==> config.mk <==
export PLATFORM = sky130hd
export DESIGN_NAME = set_bit_scanner
export DESIGN_NICKNAME = d
export VERILOG_FILES = /design/src/rtl/set_bit_scanner_pkg.sv /design/src/rtl/set_bit_scanner_lowest_set_finder.sv /design/src/rtl/set_bit_scanner.sv
export SDC_FILE = /design/constraint.sdc
export NUM_CORES = 1
export LEC_CHECK = 0
export CAP_MARGIN = 20
export CORE_ASPECT_RATIO = 1.75
export CORE_MARGIN = 3
export CORE_UTILIZATION = 45
export DETAILED_ROUTE_END_ITERATION = 10
export PLACE_DENSITY = 0.73
export SLEW_MARGIN = 20
export SYNTH_ARGS = -nofsm -noshare
export SYNTH_HDL_FRONTEND = slang
export SYNTH_HIERARCHICAL = 1
export SYNTH_SLANG_ARGS = --single-unit
==> constraint.sdc <==
create_clock -name clk -period 2.7 [get_ports clk]
set_clock_uncertainty 0.15 [all_clocks]
set_input_delay 0.27 -clock clk [delete_from_list [all_inputs] [get_ports clk]]
set_output_delay 0.27 -clock clk [all_outputs]
set_load 0.005 [all_outputs]
==> src/rtl/set_bit_scanner_pkg.sv <==
// Shared definitions for the set-bit scanner: FSM state encoding and the
// index-width helper used to size set-bit positions.
package set_bit_scanner_pkg;

    typedef enum logic [1:0] {
        IDLE = 2'd0,
        SCAN = 2'd1,
        FIN  = 2'd2
    } state_t;

    // Never returns 0, so a position field always has at least one bit.
    function automatic int index_width(input int n);
        return (n <= 2) ? 1 : $clog2(n);
    endfunction

endpackage

==> src/rtl/set_bit_scanner_lowest_set_finder.sv <==
// Combinational priority finder: the lowest set bit of a vector as an index
// and as a one-hot mask, plus a flag for "exactly one bit set".
module lowest_set_finder
    import set_bit_scanner_pkg::*;
#(
    parameter int N  = 32,
    parameter int IW = index_width(N)
) (
    input  logic [N-1:0]  vec,
    output logic [IW-1:0] low_idx,
    output logic [N-1:0]  low_mask,
    output logic          single
);

    // Scanning downwards lets the lowest set bit win the last assignment.
    always_comb begin
        low_idx = '0;
        for (int i = N - 1; i >= 0; i--) begin
            if (vec[i]) begin
                low_idx = IW'(i);
            end
        end
    end

    assign low_mask = vec & (~vec + N'(1));
    assign single   = (vec != '0) && ((vec & ~low_mask) == '0);

endmodule

==> src/rtl/set_bit_scanner.sv <==
// Accepts one N-bit vector per load handshake and emits the positions of its
// set bits, lowest first, one per output handshake.
module set_bit_scanner
    import set_bit_scanner_pkg::*;
#(
    parameter  int N  = 32,
    localparam int IW = index_width(N)
) (
    input  logic          clk,
    input  logic          rst_n,
    input  logic          load_valid,
    output logic          load_ready,
    input  logic [N-1:0]  load_vec,
    output logic          idx_valid,
    input  logic          idx_ready,
    output logic [IW-1:0] idx,
    output logic          idx_last,
    output logic          any,
    output logic          done,
    output logic          busy
);

    // Handshakes: a transfer happens on a rising edge where valid and ready
    // are both high. valid never waits on ready, and while valid is high
    // without ready the offered data (idx, idx_last) stays unchanged.

    state_t        state;
    logic [N-1:0]  shadow;
    logic [IW-1:0] low_idx;
    logic [N-1:0]  low_mask;
    logic          single;

    lowest_set_finder #(
        .N  (N),
        .IW (IW)
    ) u_finder (
        .vec      (shadow),
        .low_idx  (low_idx),
        .low_mask (low_mask),
        .single   (single)
    );

    assign load_ready = (state == IDLE);
    assign busy       = (state != IDLE);
    assign idx_valid  = (state == SCAN);
    assign idx        = idx_valid ? low_idx : '0;
    assign idx_last   = idx_valid && single;

    always_ff @(posedge clk) begin
        if (!rst_n) begin
            state  <= IDLE;
            shadow <= '0;
            any    <= 1'b0;
            done   <= 1'b0;
        end else begin
            done <= 1'b0;
            case (state)
                IDLE: begin
                    if (load_valid) begin
                        shadow <= load_vec;
                        any    <= |load_vec;
                        if (load_vec != '0) begin
                            state <= SCAN;
                        end else begin
                            state <= FIN;
                            done  <= 1'b1;
                        end
                    end
                end
                SCAN: begin
                    if (idx_ready) begin
                        shadow <= shadow & ~low_mask;
                        if (single) begin
                            state <= FIN;
                            done  <= 1'b1;
                        end
                    end
                end
                FIN: begin
                    state <= IDLE;
                end
                default: begin
                    state <= IDLE;
                end
            endcase
        end
    end

endmodule

## Yosys cells after proc, flatten, opt, wreduce, memory -nomap -nowiden

Index checks and enable logic that the tools add are counted.

| word-level totals | value |
|---|---|
| flip-flop bits (word level) | 36 |
| output and inout port bits | 11 |
| word-level logic and storage cells | 71 |

| cells by class | value |
|---|---|
| muxes and demuxes | 46 |
| bitwise logic cells | 4 |
| equality and inequality tests | 4 |
| add/subtract/negate cells | 1 |
| reductions and logical operators | 12 |

Operators by type and width:

| operator | number |
|---|---|
| $mux W5 | 33 |
| $and A32 B32 Y32 | 2 |
| $mux W32 | 2 |
| $not A32 Y32 | 2 |
| $pmux W32 S2 | 1 |
| $reduce_bool A32 Y1 | 2 |
| $add A32 B1 Y32 const B | 1 |
| $logic_not A32 Y1 | 1 |
| $reduce_or A32 Y1 | 1 |
| $mux W2 | 4 |
| $reduce_and A3 Y1 | 2 |
| $mux W1 | 4 |
| $ne A2 B1 Y1 const B | 2 |
| $pmux W2 S2 | 1 |
| $reduce_bool A2 Y1 | 2 |
| $eq A2 B1 Y1 const B | 1 |
| $logic_and A1 B1 Y1 | 2 |
| $logic_not A2 Y1 | 1 |
| $ne A2 B2 Y1 const B | 1 |
| $pmux W1 S2 | 1 |
| $reduce_and A2 Y1 | 1 |

## Longest topological paths before layout

| depth | value |
|---|---|
| depth in word-level cells | 33 |
| mapped depth | 10 |
| depth with buffers taken out | 9 |

## Modules after synthesis

The synthesis kept the hierarchy.

By module, submodules not included:

| module | area each (µm²) | instances | cells an instance |
|---|---|---|---|
| set_bit_scanner | 1886.8 | 1 | 211 |
| lowest_set_finder | 940.9 | 1 | 160 |

## Least setup slack after synthesis

Ideal clock, no wire load.

| timing | value |
|---|---|
| path kind | flip-flop to flip-flop |
| from | reg shadow[19] |
| to | reg done |
| arrival time | 2.705 ns |
| path buffers | 0 |
| setup slack | -0.215 ns |
| setup time | 0.060 ns |
| stages on the path, launching flop included | 10 |
| path through | dfxtp_1 or4_4 or3_1 a222oi_1 o221ai_1 or3b_1 nor4_1 nand2_1 nor3b_1 a32o_1 |

| on the way | value |
|---|---|
| longest elaborated chain between the ends | 10 |
| elaborated cells on any way between the ends | 11 |

Ends and longest elaborated chain:

| what | line | text |
|---|---|---|
| start, declared | set_bit_scanner.sv:28 | `logic [N-1:0] shadow;` |
| start signal, assigned | set_bit_scanner.sv:60 | `shadow <= load_vec;` |
| start signal, assigned | set_bit_scanner.sv:72 | `shadow <= shadow & ~low_mask;` |
| $not A32 Y32 | set_bit_scanner_lowest_set_finder.sv:25 | `assign low_mask = vec & (~vec + N'(1));` |
| $add A32 B1 Y32 | set_bit_scanner_lowest_set_finder.sv:25 |  |
| $and A32 B32 Y32 | set_bit_scanner_lowest_set_finder.sv:25 |  |
| $not A32 Y32 | set_bit_scanner_lowest_set_finder.sv:26 | `assign single = (vec != '0) && ((vec & ~low_mask) == '0);` |
| $and A32 B32 Y32 | set_bit_scanner_lowest_set_finder.sv:26 |  |
| $logic_not A32 Y1 | set_bit_scanner_lowest_set_finder.sv:26 |  |
| $logic_and A1 B1 Y1 * | set_bit_scanner_lowest_set_finder.sv:26 |  |
| named net single | set_bit_scanner.sv:31 | `logic single;` |
| $mux W1 * | set_bit_scanner.sv:73 | `if (single) begin` |
| $mux W1 * | set_bit_scanner.sv:71 | `if (idx_ready) begin` |
| $pmux W1 S2 * | set_bit_scanner.sv:57 | `case (state)` |
| end signal, assigned | set_bit_scanner.sv:54 | `done <= 1'b0;` |
| end signal, assigned | set_bit_scanner.sv:56 | `done <= 1'b0;` |
| end signal, assigned | set_bit_scanner.sv:75 | `done <= 1'b1;` |
| end, declared | set_bit_scanner.sv:19 | `output logic done,` |

The timed path passes the listed nets; every way through them passes the cells marked *.
A chain may end at the register's enable or synchronous reset.

## Worst setup path after layout

| timing | value |
|---|---|
| from | reg shadow[18] |
| to | out idx_last |

| on the way | value |
|---|---|
| longest elaborated chain between the ends | 8 |
| elaborated cells on any way between the ends | 9 |

Ends and longest elaborated chain:

| what | line | text |
|---|---|---|
| $not A32 Y32 | set_bit_scanner_lowest_set_finder.sv:25 |  |
| $add A32 B1 Y32 | set_bit_scanner_lowest_set_finder.sv:25 |  |
| $and A32 B32 Y32 | set_bit_scanner_lowest_set_finder.sv:25 |  |
| $not A32 Y32 | set_bit_scanner_lowest_set_finder.sv:26 |  |
| $and A32 B32 Y32 | set_bit_scanner_lowest_set_finder.sv:26 |  |
| $logic_not A32 Y1 | set_bit_scanner_lowest_set_finder.sv:26 |  |
| $logic_and A1 B1 Y1 * | set_bit_scanner_lowest_set_finder.sv:26 |  |
| named net single | set_bit_scanner.sv:31 |  |
| $logic_and A1 B1 Y1 * | set_bit_scanner.sv:47 | `assign idx_last = idx_valid && single;` |
| end, declared | set_bit_scanner.sv:17 | `output logic idx_last,` |

Marks and branches as above.

==> results.toml <==
[drt]
final_antenna_net_count = 0
post_drt_wl_per_cell_um = 15.20
drc = 0
via_per_inst = 5.643
first_pass_iters = 7
drt_iter0_markers = 142
drt_wl_total_um = 8421
num_vias = 3126

[synthesis]
syn-num-nets = 407
avgSynthCellArea_sq_um = 7.622
yosys_warnings = 6
synthDistinctLibCells = 51
synth_enable_flop_cells = 0
synth-async-reset-ratio_pct = 0
synth-seq-cells = 36
ys.flop_type = "dfxtp_1"
syn_inst = 371
yosysSeqAreaShare_pct = 25.49
netlist_area_sq_um = 2828

[global_routing]
grt_first_pass_wirelength_um = 14000
antenna_found_initial = 0
overflow = 0
grt_max_degree = 38
gr-usage-met3_pct = 3.651
met1_usage_pct = 25.79
first_global_vias = 3145
grt.busiest_layer = "met2"
met2_usage_pct = 43.23
grtUsageTotal_pct = 24.18

[setup_path]
endpoint_kind = "output port"
cpMaxStageDelayCell = "or4_4"
reg2reg_from = "shadow[18]"
cp_slowest_stage_delay_ns = 0.54
worstPathCellList = "or4_4 > or3_1 > a222oi_1 > o221ai_1 > or3b_4 > nor4_4 > and2_1 > buf_2"
crit_cells = 8
critPathKind = "reg2out"
cp_max_fo = 2
start_kind = "flop"
critPathBufInv = 1
crit_start = "shadow[18]"
crit_required_ns = 2.28
crit_family = "simple AND/OR/NAND/NOR gates"
rr_worst_depth = 10
crit_arrival_ns = 2.84

[clock_network]
clockBufferDepth = 2
holdBufCountCts = 0
cts.sinks = 36
cts.clk_slew.worst_paths_ns = 0.07
cts_buffers = 5
cts-root-buf = "clkbuf_8"
tritoncts = "built"
clkLatencyLatePin_ns = 0.30
htree_num_levels = 2

[die]
io_pins = 47
start_util_pct = 47.35
die_area_sq_um = 7308
die_x_um = 65.92
core_area_sq_um = 5972
die_h_um = 110.9
rows = 37

[power]
p_per_area_nw_per_um2 = 499.2
irDropWorstVdd_mv = 0.5241
p_total_mw = 1.994
power_leakage_nw = 1.565

[cells_and_area]
fill_cells = 493
area_growth_pct = 41.28
instances_no_fill = 554
final_nets = 511
antenna_cells = 0
drive_above_1_share_pct = 35.92

[sta]
timing.final.hold_violations = 0
tightest_slew_ns = 0.6129
fmax_mhz = 306.9
fin_crit_ns = 3.259
finalSetupViolCount = 4
rsz0062_at_grt = "true"
finalCritPeriodShare_pct = 120.7
relSlewSlack_pct = 59.01
final_max_slew_viol_count = 0
fin_tns_setup_ns = -1.499
setup_ws_ns = -0.5588

[worst_hold_path]
hold_path.startpoint = "shadow[30]"
whs_path_depth = 2
min_path_type = "reg2reg"

[placed_design]
dpl_worst_slack_ns = -0.6425
hpwl_um = 6477
placed_cells = 543
finalWeightedCongestion = 0.9375
io_buffers = 46

[run_status]
status = "finished with violations"
violations = "setup timing"

[flow_run]
max_cap_viol_count = 0
==> sequential cells by signal, indices dropped and copies added (netlist names) <==
signal  count
state       2
any         1
done        1
shadow     32
==> per-layer routing <==
layer  wire length [um]  up-vias
met5                  0        -
met4                415        0
met3                332       34
met2               4500       98
met1               3172     1436
li1                   -     1558
==> worst min-delay path, delay by kind of cell, from the launching register on <==
| kind | cells | cell delay (ns) |
|---|---|---|
| compound gates | 2 | 0.12 |
| flops | 1 | 0.38 |
==> cell type report <==
type	count	area (sq um)	area share (%)
clock inverter	2	10.01	0.2505
sequential	36	729.5	18.26
multi-input combinational	305	2048	51.27
inverter	11	43.79	1.096
tap	78	97.59	2.443
timing repair buffer	116	983.4	24.62
clock buffer	6	82.58	2.067
==> where the power goes <==
part / switching [mW] / leakage, nW / total, mW / internal (mW)
logic: 0.509 / 1.22 / 0.979 / 0.470
registers: 0.0344 / 0.298 / 0.608 / 0.574
clock network: 0.204 / 0.0510 / 0.407 / 0.204
==> cell families (layout without fill, tap and decap cells) <==
kind of cell    count (synthesis)  after routing  synth area share, %
simple gates                  186            186                33.54
compound gates                117            117                34.78
mux                             1              1               0.3982
fa+ha+maj                       1              1               0.3540
buf+inv                        30            135                5.443
flops                          36             36                25.49
==> worst paths after layout <==
path	to	slack (ns)
hold / removal	shadow[30]	0.38
setup reg to reg	done	-0.34
setup / recovery	idx_last	-0.56
hold reg to reg	shadow[30]	0.38
==> synthesized netlist by cell type (all sizes together) (3+ instances only) <==
cell type	n	area (sq um)
dfxtp	36	720.7
nand2	43	161.4
and2	12	75.07
a21oi	15	86.34
and3	7	43.79
nand3	5	25.02
or2	4	25.02
nor2	58	217.7
nor3	11	55.05
o21ai	44	332.8
nand4	4	25.02
nor4	20	152.6
clkbuf	9	33.78
nand2b	4	25.02
a21boi	32	352.8
buf	10	76.32
a211oi	5	37.54
nor3b	9	72.57
inv	11	43.80
a31oi	3	18.77
or4	4	33.78
==> per-stage QoR <==
step                      utilization (%)  hold slack [ns]  instance area [sq um]
final                               66.90           0.3757                   3995
after global routing                66.90           0.3975                   3995
after CTS                           66.29           0.3663                   3959
after detailed placement            63.59           0.3713                   3797
after global placement              63.59           0.3730                   3797
after floorplan                         -           0.2549                   2840
==> layout by cell type, fill, tap and decap left out, drive strengths merged, types with 5 or more instances in the layout <==
cell            n
clkdlybuf4s50  41
nor3b           9
nand2          43
o21ai          44
nor3           11
a21boi         32
dfxtp          36
and2           12
nand3           5
and3            7
clkbuf          7
inv            11
buf            70
a21oi          15
nor4           20
nor2           58
a211oi          5
==> what timing repair did <==
item	CTS	global route
pin swaps	12	9
endpoints found under the setup margin	8	7
gates resized for setup	28	9
setup buffers	2	2
Note: power is estimated with default switching activity, not from simulation.
